`src/rtl/alu_pkg.sv`:
```
// Shared encodings and FSM state type for the execute-stage ALU.
// ALU_DIV_EN selects whether DIVU/REMU get a datapath (see alu_seq_unit).
package alu_pkg;

  localparam int unsigned OPW = 4;

  localparam logic [OPW-1:0] OP_ADD   = 4'd0;
  localparam logic [OPW-1:0] OP_SUB   = 4'd1;
  localparam logic [OPW-1:0] OP_AND   = 4'd2;
  localparam logic [OPW-1:0] OP_OR    = 4'd3;
  localparam logic [OPW-1:0] OP_XOR   = 4'd4;
  localparam logic [OPW-1:0] OP_NOR   = 4'd5;
  localparam logic [OPW-1:0] OP_SLT   = 4'd6;
  localparam logic [OPW-1:0] OP_LUI   = 4'd7;
  localparam logic [OPW-1:0] OP_SLTU  = 4'd8;
  localparam logic [OPW-1:0] OP_MUL   = 4'd9;
  localparam logic [OPW-1:0] OP_MULHU = 4'd10;
  localparam logic [OPW-1:0] OP_DIVU  = 4'd11;
  localparam logic [OPW-1:0] OP_REMU  = 4'd12;

  localparam logic MODE_MUL = 1'b0;
  localparam logic MODE_DIV = 1'b1;

  typedef enum logic [1:0] {
    IDLE = 2'd0,
    MUL  = 2'd1,
    DIV  = 2'd2,
    DONE = 2'd3
  } state_t;

endpackage

```
`src/rtl/alu_iter_muldiv.sv`:
```
// WIDTH-cycle iterative engine: shift-add multiply and (with ALU_DIV_EN)
// restoring divide. Result in {hi, lo}: product, or remainder/quotient.
module alu_iter_muldiv
  import alu_pkg::*;
#(
  parameter int unsigned WIDTH = 32
) (
  input  logic             clk,
  input  logic             rst,
  input  logic             flush,
  input  logic             start,
  input  logic             mode,
  input  logic [WIDTH-1:0] a,
  input  logic [WIDTH-1:0] b,
  output logic             done,
  output logic [WIDTH-1:0] hi,
  output logic [WIDTH-1:0] lo
);

  localparam int unsigned CW = $clog2(WIDTH);

  logic             run;
  logic [CW-1:0]    cnt;
  logic [WIDTH-1:0] m;
  logic [WIDTH-1:0] hi_n;
  logic [WIDTH-1:0] lo_n;
  logic [WIDTH:0]   sum;
  logic             start_ok;

`ifdef ALU_DIV_EN
  logic             mode_q;
  logic [WIDTH:0]   shifted;
  logic [WIDTH:0]   diff;
  assign start_ok = start;
`else
  assign start_ok = start && (mode == MODE_MUL);
`endif

  assign done = run && (cnt == CW'(WIDTH - 1));

  // One iteration: multiply adds then shifts right; divide shifts left then trial-subtracts.
  always_comb begin
    sum  = {1'b0, hi} + {1'b0, (lo[0] ? m : '0)};
    hi_n = sum[WIDTH:1];
    lo_n = {sum[0], lo[WIDTH-1:1]};
`ifdef ALU_DIV_EN
    shifted = {hi, lo[WIDTH-1]};
    diff    = shifted - {1'b0, m};
    if (mode_q == MODE_DIV) begin
      if (!diff[WIDTH]) begin
        hi_n = diff[WIDTH-1:0];
        lo_n = {lo[WIDTH-2:0], 1'b1};
      end else begin
        hi_n = shifted[WIDTH-1:0];
        lo_n = {lo[WIDTH-2:0], 1'b0};
      end
    end
`endif
  end

  always_ff @(posedge clk or posedge rst) begin
    if (rst) begin
      run <= 1'b0;
      cnt <= '0;
      m   <= '0;
      hi  <= '0;
      lo  <= '0;
`ifdef ALU_DIV_EN
      mode_q <= MODE_MUL;
`endif
    end else if (flush) begin
      run <= 1'b0;
      cnt <= '0;
    end else if (start_ok) begin
      run <= 1'b1;
      cnt <= '0;
      m   <= b;
      hi  <= '0;
      lo  <= a;
`ifdef ALU_DIV_EN
      mode_q <= mode;
`endif
    end else if (run) begin
      hi  <= hi_n;
      lo  <= lo_n;
      cnt <= done ? '0 : cnt + CW'(1);
      run <= !done;
    end
  end

endmodule

```
`src/rtl/alu_seq_unit.sv`:
```
// Execute-stage ALU with valid/ready handshake; single-cycle ops plus iterative
// MUL/MULHU and, when ALU_DIV_EN is defined, DIVU/REMU.
module alu_seq_unit #(
  parameter int unsigned WIDTH = 32,
  parameter int unsigned OPW   = alu_pkg::OPW
) (
  input  logic             clk,
  input  logic             rst,
  input  logic             flush,
  input  logic             in_valid,
  output logic             in_ready,
  input  logic [WIDTH-1:0] a,
  input  logic [WIDTH-1:0] b,
  input  logic [OPW-1:0]   aluop,
  output logic             out_valid,
  input  logic             out_ready,
  output logic [WIDTH-1:0] o,
  output logic             z,
  output logic             dz
);
  import alu_pkg::*;

  state_t           state, state_n;
  logic [OPW-1:0]   op_q;
  logic             accept;
  logic             is_mul;
  logic             is_div;
  logic             start;
  logic             mode;
  logic             eng_done;
  logic [WIDTH-1:0] eng_hi;
  logic [WIDTH-1:0] eng_lo;
  logic [WIDTH-1:0] single_res;
  logic [WIDTH-1:0] iter_res;
  logic             iter_dz;

  assign in_ready = (state == IDLE) && (!out_valid || out_ready);
  assign accept   = in_valid && in_ready && !flush;
  assign is_mul   = (aluop == OP_MUL) || (aluop == OP_MULHU);

`ifdef ALU_DIV_EN
  logic bz_q;
  assign is_div  = (aluop == OP_DIVU) || (aluop == OP_REMU);
  assign iter_dz = ((op_q == OP_DIVU) || (op_q == OP_REMU)) && bz_q;
`else
  assign is_div  = 1'b0;
  assign iter_dz = 1'b0;
`endif

  // Single-cycle results; unused encodings (and divide when disabled) give zero.
  always_comb begin
    single_res = '0;
    case (aluop)
      OP_ADD:  single_res = a + b;
      OP_SUB:  single_res = a - b;
      OP_AND:  single_res = a & b;
      OP_OR:   single_res = a | b;
      OP_XOR:  single_res = a ^ b;
      OP_NOR:  single_res = ~(a | b);
      OP_SLT:  single_res = WIDTH'($signed(a) < $signed(b));
      OP_LUI:  single_res = {b[WIDTH/2-1:0], {(WIDTH/2){1'b0}}};
      OP_SLTU: single_res = WIDTH'(a < b);
      default: single_res = '0;
    endcase
  end

  always_comb begin
    iter_res = eng_lo;
    case (op_q)
      OP_MULHU: iter_res = eng_hi;
      OP_REMU:  iter_res = eng_hi;
      default:  iter_res = eng_lo;
    endcase
  end

  always_ff @(posedge clk or posedge rst) begin
    if (rst) state <= IDLE;
    else     state <= state_n;
  end

  always_comb begin
    state_n = state;
    start   = 1'b0;
    mode    = MODE_MUL;
    case (state)
      IDLE: begin
        if (accept && is_mul) begin
          state_n = MUL;
          start   = 1'b1;
        end else if (accept && is_div) begin
          state_n = DIV;
          start   = 1'b1;
          mode    = MODE_DIV;
        end
      end
      MUL, DIV: if (eng_done) state_n = DONE;
      DONE:     state_n = IDLE;
      default:  state_n = IDLE;
    endcase
    if (flush) state_n = IDLE;
  end

  // Output registers: flush drops the pending result but keeps o/z/dz.
  always_ff @(posedge clk or posedge rst) begin
    if (rst) begin
      o         <= '0;
      z         <= 1'b1;
      dz        <= 1'b0;
      out_valid <= 1'b0;
      op_q      <= '0;
`ifdef ALU_DIV_EN
      bz_q      <= 1'b0;
`endif
    end else if (flush) begin
      out_valid <= 1'b0;
    end else begin
      if (out_valid && out_ready) out_valid <= 1'b0;
      if (accept) begin
        op_q <= aluop;
`ifdef ALU_DIV_EN
        bz_q <= (b == '0);
`endif
      end
      if (accept && !is_mul && !is_div) begin
        o         <= single_res;
        z         <= (single_res == '0);
        dz        <= 1'b0;
        out_valid <= 1'b1;
      end
      if (state == DONE) begin
        o         <= iter_res;
        z         <= (iter_res == '0);
        dz        <= iter_dz;
        out_valid <= 1'b1;
      end
    end
  end

  alu_iter_muldiv #(.WIDTH(WIDTH)) u_iter (
    .clk   (clk),
    .rst   (rst),
    .flush (flush),
    .start (start),
    .mode  (mode),
    .a     (a),
    .b     (b),
    .done  (eng_done),
    .hi    (eng_hi),
    .lo    (eng_lo)
  );

endmodule
```
`config.mk`:
```
export PLATFORM = sky130hd
export DESIGN_NAME = alu_seq_unit
export DESIGN_NICKNAME = d
export VERILOG_FILES = /design/src/rtl/alu_pkg.sv /design/src/rtl/alu_iter_muldiv.sv /design/src/rtl/alu_seq_unit.sv
export SDC_FILE = /design/constraint.sdc
export NUM_CORES = 1
export LEC_CHECK = 0
export CAP_MARGIN = 40
export CORE_ASPECT_RATIO = 0.7
export CORE_MARGIN = 2
export CORE_UTILIZATION = 65
export CTS_CLUSTER_DIAMETER = 30
export DETAILED_ROUTE_END_ITERATION = 7
export DONT_BUFFER_PORTS = 1
export GPL_ROUTABILITY_DRIVEN = 0
export MAX_ROUTING_LAYER = met4
export PLACE_DENSITY = 0.81
export SYNTH_ARGS = -nofsm -noshare
export SYNTH_HDL_FRONTEND = slang
export SYNTH_SLANG_ARGS = --single-unit
```
`constraint.sdc`:
```
create_clock -name clk -period 5.2 [get_ports clk]
set_input_delay 1.04 -clock clk [delete_from_list [all_inputs] [get_ports clk]]
set_output_delay 1.04 -clock clk [all_outputs]
set_load 0.01 [all_outputs]
```
**After elaboration in Yosys (flattened, before gate mapping)**

Index checks and enable logic that the tools add are counted.

- Flip-flop bits (word level): 143
- Output and inout port bits: 36
- Logic and storage cells: 98

- $add $sub $neg: 4
- Order comparisons: 2
- Eq/ne operators: 18
- Mux-type cells: 30
- Bitwise operators: 5
- Reductions and logical operators: 28

Operator list:

| cell | count |
|---|---|
| 32-bit one-hot mux with 9 select lines | 1 |
| 32-bit 2-to-1 mux | 8 |
| 32-bit zero test | 2 |
| 32-bit < comparator | 2 |
| 32-bit by 32-bit adder with 33-bit output | 1 |
| 32-bit adder | 1 |
| 32-bit bitwise AND | 1 |
| 32-bit inverter | 1 |
| 32-bit OR | 1 |
| 32-bit subtractor | 1 |
| 32-bit bitwise XOR | 1 |
| 4-bit equality test, second input constant | 5 |
| 5-bit 2-to-1 mux | 4 |
| 4-bit by 3-bit equality test with 1-bit output, second input constant | 4 |
| 1-bit 2-to-1 mux | 13 |
| 2-bit AND reduction | 5 |
| 4-bit by 2-bit equality test with 1-bit output, second input constant | 2 |
| 1-bit logical AND | 7 |
| 2-bit 2-to-1 mux | 3 |
| 3-bit by 2-bit != test with 1-bit output, second input constant | 2 |
| 2-bit one-hot mux with 3 select lines | 1 |
| 5-bit by 1-bit adder with 5-bit output, second input constant | 1 |
| 5-bit equality test, second input constant | 1 |
| 2-bit equality test, second input constant | 2 |
| other kinds (11) | 17 |

**Logic depth before layout (Yosys ltp)**

- Word-level depth: 10
- Mapped depth: 15

**By module**

From an unflattened synthesis, not the netlist that was laid out.

- Cell total of the unflattened synthesis: 1783
- Area, all modules: 14224.9 um^2

Modules (own cells, without submodules):

| module | instances | cells each | area each (um^2) |
|---|---|---|---|
| alu_seq_unit | 1 | 1158 | 8104.0 |
| alu_iter_muldiv | 1 | 625 | 6120.9 |

**Worst setup path before layout**

OpenSTA, ideal clock, no wires.

- Kind: input -> register
- Start: input a[0]
- End: register z
- Library setup time: 0.086 ns
- Arrival time: 4.051 ns
- Data required time: 5.114 ns
- Path slack: 1.063 ns
- Stages on the path: 14
- Cell sequence: inv_1 -> ha_1 -> fa_1 -> o21bai_1 -> a211oi_1 -> o2111ai_1 -> nand2_1 -> o31a_1 -> mux2i_1 -> a211oi_2 -> or3b_2 -> nor4_1 -> nand4b_1 -> o31ai_2

- Cells in the longest elaborated chain, start to end: 6
- Elaborated cells on any way between the ends: 12
- Classes of those cells: add/sub: 2; order compare: 2; mux: 3; bitwise: 4; reduce/logical: 1

RTL lines:

| item | line | source |
|---|---|---|
| from (decl) | alu_seq_unit.sv:12 | `input logic [WIDTH-1:0] a,` |
| branches (longest 2 deep; another with 32-bit subtractor) | -- |  |
| 32-bit one-hot mux with 9 select lines (*) | alu_seq_unit.sv:53 | `case (aluop)` |
| 32-bit zero test (*) | alu_seq_unit.sv:126 | `z <= (single_res == '0);` |
| 1-bit 2-to-1 mux (*) | alu_seq_unit.sv:124 | `if (accept && !is_mul && !is_div) begin` |
| 1-bit 2-to-1 mux (*) | alu_seq_unit.sv:130 | `if (state == DONE) begin` |
| to (signal assigned) | alu_seq_unit.sv:126 |  |
| to (signal assigned) | alu_seq_unit.sv:132 | `z <= (iter_res == '0);` |
| to (decl) | alu_seq_unit.sv:18 | `output logic z,` |

Every way passes the cells marked *. The select of a mux whose other input is x is not followed.
A chain may end at the register's enable or synchronous reset.

**Worst setup path in the final report**

Ends and elaborated chain as after synthesis.

==> summary.md <==
| Metric | Value |
|---|---|
| Max incr delay on CP | `0.51 ns` |
| DR vias | `14600` |
| Largest cells by area after synthesis | `dfrtp_1 25%, ha_1 12%, o21ai_0 5.1%` |
| Final period util | `between 80% and 90%` |
| Synthesized instance count | `between 1500 and 2000` |
| Top_reg_cell synth | `dfrtp_1` |
| PostCTS Resize Cnt | `0` |
| # nets final | `1946` |
| CP Capture Type | `flop` |
| Clk_lat worst skew | `0.43 ns` |
| CTS Buffer Depth | `2` |
| TritonCTS buffer count | `17` |
| Critical Path Fanout Max | `5` |
| Unrepaired setup endpoints after global routing | `no` |
| Worst-margin pin slew | `0.911 ns` |
| Setup violations, final | `0` |
| Cell Area, Placed | `~14000 µm²` |
| Worst-path clk slew | `0.06 ns` |
| Distinct cells, synth | `100` |
| Gr ovfl total | `0` |
| Slowest-stage cell, CP | `a211oi_1` |
| Max Clock Freq | `0.224 GHz` |
| Max-slew violation count | `0` |
| Clk root buf | `clkbuf_16` |
| Min Tclk post-route | `4.47 ns` |
| Hold crit path type | `in -> async` |
| Sequential area share after synthesis | `25.0%` |
| Max Cap Violations | `0` |
| Hpwl dp | `36800 µm` |
| Area grow syn2layout | `5.55%` |
| Antenna Violating Nets Remaining | `0` |
| LEAKAGE | `6.63 nW` |
| Status | `finished clean` |
| Die Y | `128 µm` |
| Initial antenna violation count | `0` |
| Number of I/O port buffers | `0` |
| Vias per std cell | `7.18` |
| Total GRT Usage | `roughly 43%` |
| Cell taking the most area after synthesis | `dfrtp_1` |
| Post-synthesis async set-or-reset flop share | `100%` |
| Setup CP Type | `in -> reg` |
| EDFF count, synth | `0` |
| Fill cell count | `between 1500 and 2000` |
| Layout cells sized above 1 | `6.74%` |
| Die X-Extent | `181 µm` |
| Drt pass-1 iters | `7` |
| Synthesized flop and latch total | `142` |
| Clock sinks | `142` |
| Avg WL per Cell | `between 20 and 25 µm` |
| Arrival time of the worst setup path | `4.81 ns` |
| Setup TNS | `0 ns` |
| CTS tree | `yes` |
| Rel. slew slack | `38.8%` |
| Largest net degree at the start of global routing | `81` |
| DIE AREA | `~23000 µm²` |
| Layout Skew | `0.00941 ns` |
| Yosys top cell area share | `24.8%` |
| Post-Syn Area | `between 10000 and 15000 µm²` |
| Initial Util | `66.0%` |
| Core box area | `approximately 22000 µm²` |
| Hold Vio Cnt, Final | `0` |
| # IOs | `109` |
| Final WL | `49800 µm` |
| Syn_nets | `2014` |
| Worst-path cell chain | `ha_1 -> fa_1 -> a211o_1 -> a211oi_1 -> or3_1 -> a31oi_1 -> a2111oi_1 -> o2111ai_1 -> nor4_1 -> nand4b_1 -> nor4_1 -> nand4b_1 -> o31ai_2` |
| First-pass GRT wire length | `approximately 76000 µm` |
| Hold_buf cts | `0` |
| Final core utilization | `about 70%` |
| Worst EP required | `5.54 ns` |
| # rows | `45` |
| Power per cell area | `273 nW/µm²` |
| Drt drc | `0` |
| # Post-CTS Setup Buffers | `0` |
| Mean Syn Cell Area | `7.88 µm²` |
| CP Launch Type | `primary input` |
| Htree depth | `4` |
| Syn. warnings | `0` |
| Starting DRC count in detailed routing | `2632` |
| Vias in the first global route | `between 10000 and 15000` |
| Post-route cell area | `15000 µm²` |
| IR drop worst, VDD | `~0.00028 V` |
==> sequential cells by signal (all words and copies together) (netlist names) <==
name,flops
u_iter.run,1
u_iter.cnt,5
out_valid,1
o,32
state,2
op_q,4
u_iter.lo,32
z,1
u_iter.hi,32
u_iter.m,32
==> per-layer routing <==
| metal | routed length (µm) | part of all wire [%] | global-route usage, % |
|---|---|---|---|
| met4 | 2840 | 5.7 | 21.2 |
| met5 | 0 | 0 | - |
| met2 | 20500 | 41 | 61.3 |
| met1 | 19100 | 38 | 57.5 |
| met3 | 7470 | 15 | 11.8 |
==> critical path, delay by kind of cell <==
| kind | cells | cell delay, ns |
|---|---|---|
| compound gates | 6 | 1.77 |
| fa+ha+maj | 2 | 0.67 |
| simple gates | 5 | 1.33 |
==> synth_stat cells (10+ instances only) <==
master	number
o31ai_1	20
nand3_1	33
nor2_1	142
nor4_1	17
nand2_1	191
mux2i_1	71
xor2_1	14
nor2b_1	21
xnor2_1	18
a22o_1	26
nand4_1	14
a21oi_1	135
o221ai_1	10
clkbuf_1	85
nor3_1	44
a31oi_1	20
nand2b_1	19
a221oi_1	18
buf_2	19
ha_1	132
inv_1	113
o21bai_1	11
a21o_1	30
a22oi_1	14
and2_1	42
dfrtp_1	141
o21ai_0	145
buf_1	11
o41ai_1	12
a221o_1	11
o31a_1	10
o211ai_1	14
a211oi_1	27
==> placed cells by master, fill, tap and decap left out, types with 20 or more instances in the layout <==
master / n
nand2_1: 191
o21ai_0: 145
nor2_1: 142
dfrtp_1: 141
a21oi_1: 135
ha_1: 132
inv_1: 112
mux2i_1: 71
nor3_1: 44
and2_1: 42
nand3_1: 33
a21o_1: 29
buf_4: 29
a211oi_1: 27
a22o_1: 26
nor2b_1: 20
o31ai_1: 20
a31oi_1: 20
==> report_power, final <==
| group | internal (mW) | switching [mW] |
|---|---|---|
| sequential | 1.33 | 0.233 |
| clock | 0.728 | 0.483 |
| combinational | 0.502 | 0.829 |
==> through the flow <==
| step | worst slack, ns | cells | hold WS, ns | power, mW |
|---|---|---|---|---|
| 3_5_place_dp | 0.508 | 2001 | 0.469 | 2.84 |
| 5_1_grt | 0.530 | 2033 | 0.467 | 4.27 |
| 3_3_place_gp | 0.548 | 1997 | 0.456 | 2.79 |
| 6_report | 0.735 | 2034 | 0.444 | 4.11 |
| 4_1_cts | 0.931 | 2033 | 0.452 | 4.05 |
| 2_1_floorplan | 0.352 | 1806 | 0.442 | 2.47 |
==> layout make-up <==
cell class                 count  area [µm²]  share of cell area [%]
sequential                   142        3550                    23.6
inverter                     114         433                    2.88
tap                          282         353                    2.35
clock inverter                 8        92.6                   0.616
clock buffer                  24         472                    3.14
timing repair buffer          33         303                    2.01
antenna                        1        2.50                  0.0166
multi-input combinational   1430        9820                    65.3
==> kinds of logic (layout without fill, tap and decap cells) <==
logic type,count (synthesis),in the layout,share of synthesized area [%]
AO/OA/AOI/OAI,601,601,29.1
AND/OR/NAND/NOR,581,581,19.6
buffers and inverters,234,179,6.52
flip-flops,142,142,25.0
adder cells (fa/ha/maj),135,135,12.0
multiplexers,80,80,5.78
XOR/XNOR,32,32,1.97
other,1,2,0.0263
==> path summary, 6_finish.rpt <==
path | slack [ns] | end | from | cells after the start
setup / recovery | 0.73 | z$_DFFE_PP1P_ | a[0] | 13
hold / removal | 0.44 | u_iter.hi[30]$_DFFE_PP0P_ | rst | 1
setup reg to reg | 0.98 | u_iter.hi[29]$_DFFE_PP0P_ | u_iter.lo[0]$_DFFE_PP0P_ | 16
hold reg to reg | 0.48 | u_iter.m[28]$_DFFE_PP0P_ | u_iter.m[28]$_DFFE_PP0P_ | 2
max in group asynchronous | 3.96 | z$_DFFE_PP1P_ | rst | 2
min in group clk | 0.48 | u_iter.m[28]$_DFFE_PP0P_ | u_iter.m[28]$_DFFE_PP0P_ | 2
No activity file was read; power rests on OpenSTA's default activity.
